`src/rtl/soc_run_monitor.sv`:
```
// Run-control and pass/fail monitor for SoCTop bring-up: generates the reset-button press
// sequence, then watches the write-back PC and exceptions for pass, timeout and stall.
module soc_run_monitor #(
  parameter int unsigned PC_WIDTH         = 32,
  parameter int unsigned EXCP_WIDTH       = 7,
  parameter int unsigned SUCCESS_BIT      = 6,
  parameter int unsigned NUM_RESETS       = 2,
  parameter int unsigned PRE_CYCLES       = 10000000,
  parameter int unsigned PULSE_CYCLES     = 100,
  parameter int unsigned HEARTBEAT_CYCLES = 10000,
  parameter logic [63:0] TIMEOUT_CYCLES   = 64'h0000_00FF_FFFF_FFFF,
  parameter int unsigned STALL_CYCLES     = 1000000,
  parameter bit          CONT_CHECK       = 1'b0
) (
  input  logic                  clock,
  input  logic                  reset,
  input  logic [PC_WIDTH-1:0]   wb_pc,
  input  logic                  ws_excp,
  input  logic [EXCP_WIDTH-1:0] ws_excp_num,
  output logic                  btn_n,
  output logic                  heartbeat,
  output logic [PC_WIDTH-1:0]   heartbeat_pc,
  output logic                  running,
  output logic                  done,
  output logic                  pass,
  output logic                  timeout,
  output logic                  stall
);

  localparam int unsigned PhaseMax = (PRE_CYCLES > PULSE_CYCLES) ? PRE_CYCLES : PULSE_CYCLES;
  localparam int unsigned PhaseW   = $clog2(PhaseMax + 1);
  localparam int unsigned PressW   = (NUM_RESETS > 0) ? $clog2(NUM_RESETS + 1) : 1;
  localparam int unsigned HbW      = $clog2(HEARTBEAT_CYCLES + 1);
  localparam int unsigned ToW      = $clog2(TIMEOUT_CYCLES + 64'd1);
  localparam int unsigned StallW   = (STALL_CYCLES > 0) ? $clog2(STALL_CYCLES + 1) : 1;

  localparam logic [PhaseW-1:0]     PreLast   = PhaseW'(PRE_CYCLES - 1);
  localparam logic [PhaseW-1:0]     PulseLast = PhaseW'(PULSE_CYCLES - 1);
  localparam logic [PressW-1:0]     PressLast = PressW'(NUM_RESETS);
  localparam logic [HbW-1:0]        HbLast    = HbW'(HEARTBEAT_CYCLES - 1);
  localparam logic [ToW-1:0]        ToLast    = ToW'(TIMEOUT_CYCLES - 64'd1);
  localparam logic [StallW-1:0]     StallLast = (STALL_CYCLES > 0) ? StallW'(STALL_CYCLES - 1) : '0;
  localparam logic [EXCP_WIDTH-1:0] SuccMask  = EXCP_WIDTH'(1) << SUCCESS_BIT;

  typedef enum logic [2:0] {
    StPre,
    StPulse,
    StRun,
    StPass,
    StTimeout,
    StStall
  } state_e;

  localparam state_e StReset = (NUM_RESETS == 0) ? StRun : StPre;

  state_e                state_q, state_d;
  logic [PhaseW-1:0]     phase_q, phase_d;
  logic [PressW-1:0]     press_q, press_d;
  logic [HbW-1:0]        hb_cnt_q, hb_cnt_d;
  logic [ToW-1:0]        to_cnt_q, to_cnt_d;
  logic [StallW-1:0]     stall_cnt_q, stall_cnt_d;
  logic [PC_WIDTH-1:0]   pc_prev_q, pc_prev_d;
  logic                  btn_n_q, btn_n_d;
  logic                  heartbeat_q, heartbeat_d;
  logic [PC_WIDTH-1:0]   heartbeat_pc_q, heartbeat_pc_d;
  logic                  running_q, running_d;
  logic                  done_q, done_d;
  logic                  pass_q, pass_d;
  logic                  timeout_q, timeout_d;
  logic                  stall_q, stall_d;

  logic                  hb_wrap;
  logic                  success;
  logic                  pass_hit;
  logic                  to_hit;
  logic                  stall_hit;
  logic [PressW-1:0]     press_inc;

  assign success   = ws_excp & (|(ws_excp_num & SuccMask));
  assign press_inc = press_q + PressW'(1);

  always_comb begin
    state_d     = state_q;
    phase_d     = phase_q;
    press_d     = press_q;
    hb_cnt_d    = hb_cnt_q;
    to_cnt_d    = to_cnt_q;
    stall_cnt_d = stall_cnt_q;
    hb_wrap     = 1'b0;
    pass_hit    = 1'b0;
    to_hit      = 1'b0;
    stall_hit   = 1'b0;

    case (state_q)
      StPre: begin
        if (phase_q == PreLast) begin
          phase_d = '0;
          state_d = StPulse;
        end else begin
          phase_d = phase_q + PhaseW'(1);
        end
      end
      StPulse: begin
        if (phase_q == PulseLast) begin
          phase_d = '0;
          press_d = press_inc;
          state_d = (press_inc == PressLast) ? StRun : StPre;
        end else begin
          phase_d = phase_q + PhaseW'(1);
        end
      end
      StRun: begin
        // Heartbeat phase starts once running is visible, so the first strobe lands a full
        // period after the running flag rises.
        if (running_q) begin
          if (hb_cnt_q == HbLast) begin
            hb_cnt_d = '0;
            hb_wrap  = 1'b1;
          end else begin
            hb_cnt_d = hb_cnt_q + HbW'(1);
          end
        end

        to_hit   = (to_cnt_q == ToLast);
        to_cnt_d = to_cnt_q + ToW'(1);

        if (wb_pc != pc_prev_q) begin
          stall_cnt_d = '0;
        end else if (STALL_CYCLES > 0) begin
          if (stall_cnt_q == StallLast) begin
            stall_hit = 1'b1;
          end else begin
            stall_cnt_d = stall_cnt_q + StallW'(1);
          end
        end

        pass_hit = success & (CONT_CHECK | hb_wrap);

        if (pass_hit) begin
          state_d = StPass;
        end else if (to_hit) begin
          state_d = StTimeout;
        end else if (stall_hit) begin
          state_d = StStall;
        end
      end
      default: state_d = state_q;
    endcase
  end

  always_comb begin
    pc_prev_d      = wb_pc;
    btn_n_d        = (state_q != StPulse);
    heartbeat_d    = hb_wrap;
    heartbeat_pc_d = hb_wrap ? wb_pc : heartbeat_pc_q;
    running_d      = (state_q == StRun) && (state_d == StRun);
    pass_d         = (state_d == StPass);
    timeout_d      = (state_d == StTimeout);
    stall_d        = (state_d == StStall);
    done_d         = pass_d | timeout_d | stall_d;
  end

  always_ff @(posedge clock) begin
    if (reset) begin
      state_q        <= StReset;
      phase_q        <= '0;
      press_q        <= '0;
      hb_cnt_q       <= '0;
      to_cnt_q       <= '0;
      stall_cnt_q    <= '0;
      pc_prev_q      <= '0;
      btn_n_q        <= 1'b1;
      heartbeat_q    <= 1'b0;
      heartbeat_pc_q <= '0;
      running_q      <= 1'b0;
      done_q         <= 1'b0;
      pass_q         <= 1'b0;
      timeout_q      <= 1'b0;
      stall_q        <= 1'b0;
    end else begin
      state_q        <= state_d;
      phase_q        <= phase_d;
      press_q        <= press_d;
      hb_cnt_q       <= hb_cnt_d;
      to_cnt_q       <= to_cnt_d;
      stall_cnt_q    <= stall_cnt_d;
      pc_prev_q      <= pc_prev_d;
      btn_n_q        <= btn_n_d;
      heartbeat_q    <= heartbeat_d;
      heartbeat_pc_q <= heartbeat_pc_d;
      running_q      <= running_d;
      done_q         <= done_d;
      pass_q         <= pass_d;
      timeout_q      <= timeout_d;
      stall_q        <= stall_d;
    end
  end

  assign btn_n        = btn_n_q;
  assign heartbeat    = heartbeat_q;
  assign heartbeat_pc = heartbeat_pc_q;
  assign running      = running_q;
  assign done         = done_q;
  assign pass         = pass_q;
  assign timeout      = timeout_q;
  assign stall        = stall_q;

endmodule

```
`config.mk`:
```
export PLATFORM = sky130hd
export DESIGN_NAME = soc_run_monitor
export DESIGN_NICKNAME = d
export VERILOG_FILES = /design/src/rtl/soc_run_monitor.sv
export SDC_FILE = /design/constraint.sdc
export NUM_CORES = 1
export LEC_CHECK = 0
export CORE_MARGIN = 10
export CORE_UTILIZATION = 35
export DETAILED_ROUTE_END_ITERATION = 10
export RECOVER_POWER = 25
export SLEW_MARGIN = 40
export SYNTH_ARGS = -nofsm -noshare
export SYNTH_HDL_FRONTEND = slang
export SYNTH_SLANG_ARGS = --single-unit
```
`constraint.sdc`:
```
create_clock -name clock -period 5.49 [get_ports clock]
set_input_delay 1.647 -clock clock [delete_from_list [all_inputs] [get_ports clock]]
set_output_delay 1.647 -clock clock [all_outputs]
set_load 0.05 [all_outputs]
```
==> Word-level counts from Yosys, hierarchy flattened <==
Index checks and enable logic that the tools add are counted.
{ "totals": {"inputBits": 42, "output_inout_bits": 39, "wordCells": 65, "ff_bits": 174} }
{ "classes": {"n_reduce_logical": 6, "eq_ne": 15, "mux": 20, "add_sub_neg": 5, "bitwise": 4} }
{ "op_table": {"columns": ["cell", "n"], "rows": [
  ["24-bit 2-to-1 mux", 2],
  ["24-bit case mux with 2 select lines", 1],
  ["40-bit by 1-bit adder with 40-bit output (second input constant)", 1],
  ["40-bit equality test (second input constant)", 1],
  ["20-bit 2-to-1 mux", 2],
  ["32-bit inequality test", 1],
  ["24-bit by 1-bit adder with 24-bit output (second input constant)", 1],
  ["24-bit equality test (second input constant)", 1],
  ["24-bit by 7-bit equality test with 1-bit output (second input constant)", 1],
  ["20-bit by 1-bit adder with 20-bit output (second input constant)", 1],
  ["20-bit equality test (second input constant)", 1],
  ["3-bit 2-to-1 mux", 5],
  ["14-bit by 1-bit adder with 14-bit output (second input constant)", 1],
  ["14-bit equality test (second input constant)", 1],
  ["14-bit 2-to-1 mux", 1],
  ["3-bit by 2-bit equality test with 1-bit output (second input constant)", 3],
  ["3-bit case mux with 3 select lines", 1],
  ["1-bit 2-to-1 mux", 7],
  ["3-bit equality test (second input constant)", 2],
  ["2-bit AND reduction", 3],
  ["3-bit by 1-bit equality test with 1-bit output (second input constant)", 1],
  ["3-bit logical NOT", 1],
  ["3-bit by 1-bit inequality test with 1-bit output (second input constant)", 1],
  ["2-bit by 1-bit adder with 2-bit output (second input constant)", 1],
  ["7 further kinds", 9]
]} }

==> Depth between registers and ports, before layout <==
{ "depth": {"ltp_word": 11, "depth_mapped": 9, "mapped_depth_nobuf": 9} }

==> Worst setup path after synthesis <==
OpenSTA, ideal clock, no wires.
{ "synth_path": {"path_kind": "in2reg", "from": "in wb_pc[11]", "to": "reg stall_cnt_q[15]", "t_arrival_ns": 3.280, "path_buffers": 1, "cell_stages": 8, "setup_time_ns": 0.059, "setup_slack_ns": 2.151, "cell_sequence": "xnor2_1 nand4_1 nor4_2 nand2_1 a21o_1 buf_6 or4_1 nand2_1"} }
{ "synth_via": {"elab_chain_cells": 3, "elab_cells_between_ends": 4, "classes_between": "eq/ne (2); mux (1); reduce/logical (1)"} }
{ "synth_lines": {"columns": ["element", "line_no", "text"], "rows": [
  ["from (decl)", "17", "input logic [PC_WIDTH-1:0] wb_pc,"],
  ["32-bit inequality test (*)", "127", "if (wb_pc != pc_prev_q) begin"],
  ["2-bit inequality test (no line)", null, null],
  ["2-bit AND reduction (no line)", null, null],
  ["to (signal assigned)", "186", "stall_cnt_q <= stall_cnt_d;"],
  ["to (decl)", "61", "logic [StallW-1:0] stall_cnt_q, stall_cnt_d;"]
]} }
Every way passes the cells marked *; elsewhere a longest branch is shown, timed or not.
A chain may end at the register's enable or synchronous reset.

==> Worst setup path after layout <==
{ "layout_path": {"from": "in reset", "to": "reg pc_prev_q[3]"} }
{ "layout_rtl": {"columns": ["element", "line_no", "text"], "rows": [
  ["from (decl)", "16", "input logic reset,"],
  ["to (signal assigned)", "187", "pc_prev_q <= pc_prev_d;"],
  ["to (decl)", "62", "logic [PC_WIDTH-1:0] pc_prev_q, pc_prev_d;"]
]} }
No word-level cell between the ends.

==> results.txt <==
Status -> finished with violations
Failing checks -> capacitance limit, slew limit
Clk buf depth -> 2
Hold crit path type -> flip-flop to flip-flop
Netlist cell types -> 50
Relative slew margins -> -0.493
Final hold violations -> 0
Global-route wire length before repair -> 26.2 mm
Peak Freq -> 253 MHz
Clock network fraction of total power -> 0.479
Maximum vdd drop -> 206 µV
DRC -> 0
Maxcap violations -> 1
Port buffer count -> 74
Drt total wl -> 15.9 mm
Clock-pin transition on the worst setup and hold timing paths -> 0.07 ns
Crit end category -> flip-flop
Least-Margin Pin Slew -> 2.24 ns
Reg2reg setup slack -> 2.56 ns
Number of post-CTS setup repair buffers -> 0
Ys async rst share -> 0
Die Y -> 165 µm
Max-slew violations -> 50
Core area -> 20900 µm²
Dpl hpwl -> 10.7 mm
# diodes -> 0
Non-Filler Instances -> 1196
CTS Sinks -> 174
Post-Synthesis Cell Area -> 7400 µm²
Critical path endpoint -> pc_prev_q[3]$_SDFF_PP0_
Drt first-iter violations -> 256
HP Start -> heartbeat_pc[8]$_SDFFE_PP0P_
Reg2reg path depth -> 7
Most frequent cells in the layout -> dfxtp_1, nand2_1, nor2_1, clkdlybuf4s50_1, xnor2_1
Die width -> 165 µm
Post-synthesis sequential area ratio -> 0.471
Switching Fraction -> 0.236
# rows -> 53
Startpoint Class -> primary input
CTS Root Cell -> clkbuf_16
Combinational power share -> 0.036
Via count -> 5740
Routed Antenna Nets -> 0
Fill cell count -> 2095
CTS HTree Levels -> 4
Initial antenna violation count -> 0
Yosys reg bits -> 174
Worst hold slack -> 0.455 ns
Internal -> 2020 µW
CP Class -> primary input to flip-flop
I/O pins -> 81
Number of global-route vias before repair -> 5375
Top FF cell, synth -> dfxtp_1
Post-route minimum period -> 3.95 ns
Placer congestion estimate -> 0.773
Via density -> 4.80
Mapped Nets -> 892
Syn Area/Cell -> 8.77 µm²
Power Dens Cells -> 295 nW/µm²
R2r endpoint -> to_cnt_q[37]$_SDFFE_PP0P_
Setup tns final -> 0 ns
Clk_lat worst skew -> 0.43 ns
Switching power -> 623 µW
Pleak -> 0.00310 µW
RSZ-0062 raised after global routing -> false
Cell accounting for the most synthesized area -> dfxtp_1
Largest net degree at the start of global routing -> 76
Crit Path Max Fanout -> 75
Nets -> 956
Final period util -> 0.720
Hold-fix buffers, CTS -> 0
CTS tree -> done
Worst R2R Start -> state_q[1]$_SDFF_PP0_
First drt pass iteration count -> 4
Die area -> 27400 µm²
GRT Util Overall -> 0.116
Global route overflow -> 0
Share of layout cells above drive strength 1 -> 0.0521
# setup viols final -> 0
Synth-to-Final Area Change -> 21.2%
CP startpoint -> reset
Critical path arrival -> 4.23 ns
TritonCTS Buffers -> 17
Cells after synthesis -> 844
Sequential share of power -> 0.485
Data required, critical path -> 5.77 ns
Clk_skew -> 0.0184 ns
YS warnings -> 0
Drt wl/cell -> 13.3 µm
Post-CTS sizing -> 0
Commonest non-fill, non-tap cell in the layout -> dfxtp_1
DP Cell Count -> 1164
Initial Util -> 0.354
Post-synth EDFFs -> 0
Largest cells by area after synthesis -> dfxtp_1, xnor2_1, xor2_1, nand2_1, nor2_1
Yosys top cell area share -> 0.471
[logic make-up (layout without fill, tap and decap cells)]
family	count (synthesis)	count (layout)	share of synthesized area
multiplexers	2	2	0.00271
AO/OA/AOI/OAI	75	75	0.0622
XOR/XNOR	107	107	0.127
AND/OR/NAND/NOR	437	437	0.301
flip-flops	174	174	0.471
buffers and inverters	43	120	0.0264
adder cells (fa/ha/maj)	6	6	0.0101
[power by group through the flow]
stage | Sequential, µW | Combinational, µW | Clock [µW]
floorplan | 1310 | 53.4 | 0
global placement | 1310 | 95.8 | 0
detailed placement | 1310 | 96.3 | 0
CTS | 1280 | 97.0 | 1300
global route | 1280 | 105 | 1350
finish | 1280 | 94.7 | 1260
[worst min-delay path by stage]
stage,to,cells past startpoint
5_1_grt,heartbeat_pc[15]$_SDFFE_PP0P_,2
3_3_place_gp,heartbeat_pc[3]$_SDFFE_PP0P_,2
2_1_floorplan,hb_cnt_q[1]$_SDFFE_PP0P_,2
6_report,heartbeat_pc[8]$_SDFFE_PP0P_,2
3_5_place_dp,heartbeat_pc[11]$_SDFFE_PP0P_,2
4_1_cts,heartbeat_pc[18]$_SDFFE_PP0P_,2
[synth_stat cells, types with 4 or more instances]
library cell    n
o21ai_0         8
nand3_1        42
inv_1          11
nand4_1        36
xor2_1         53
nor3_1         10
ha_1            6
and4_1         10
clkbuf_1       24
nor2b_1        35
a21oi_1        44
o211ai_1       11
nor4_1          6
buf_6           4
dfxtp_1       174
or4_1          12
nor4b_1         6
nor2_1        110
and3_1         22
xnor2_1        54
nand2_1       123
or3_1           5
[area by class of cell]
class,instances,area (µm²),share of cell area
timing repair buffer,77,757,0.0844
clock buffer,17,425,0.0475
multi-input combinational,627,3730,0.416
clock inverter,15,188,0.0209
sequential,174,3480,0.389
tap,275,344,0.0384
inverter,11,41.3,0.00461
[sequential cells by signal, indices dropped and copies added, names as in the netlist]
name,cells
btn_n,1
done,1
hb_cnt_q,14
heartbeat,1
heartbeat_pc,32
pass,1
pc_prev_q,32
phase_q,24
press_q,2
running,1
stall,1
stall_cnt_q,20
state_q,3
timeout,1
to_cnt_q,40
[metrics by stage]
step / util / area, µm² / worst slack, ns / total power (µW)
final: 0.429 / 8960 / 1.54 / 2640
after global routing: 0.429 / 8960 / 1.24 / 2740
after CTS: 0.429 / 8970 / 1.68 / 2680
after detailed placement: 0.400 / 8360 / 1.23 / 1410
after global placement: 0.400 / 8350 / 1.24 / 1410
after floorplan: - / 7400 / 2.15 / 1360
[per-layer routing]
metal | GRT usage | share of wire
met5 | 0 | 0
met2 | 0.170 | 0.43
met4 | 0.0331 | 0.0084
met3 | 0.0488 | 0.065
met1 | 0.153 | 0.50
[critical path: stages]
cell	delay, ns
clkbuf_1	1.57
buf_4	0.84
nor2b_1	0.11
No activity file was read; power rests on OpenSTA's default activity.
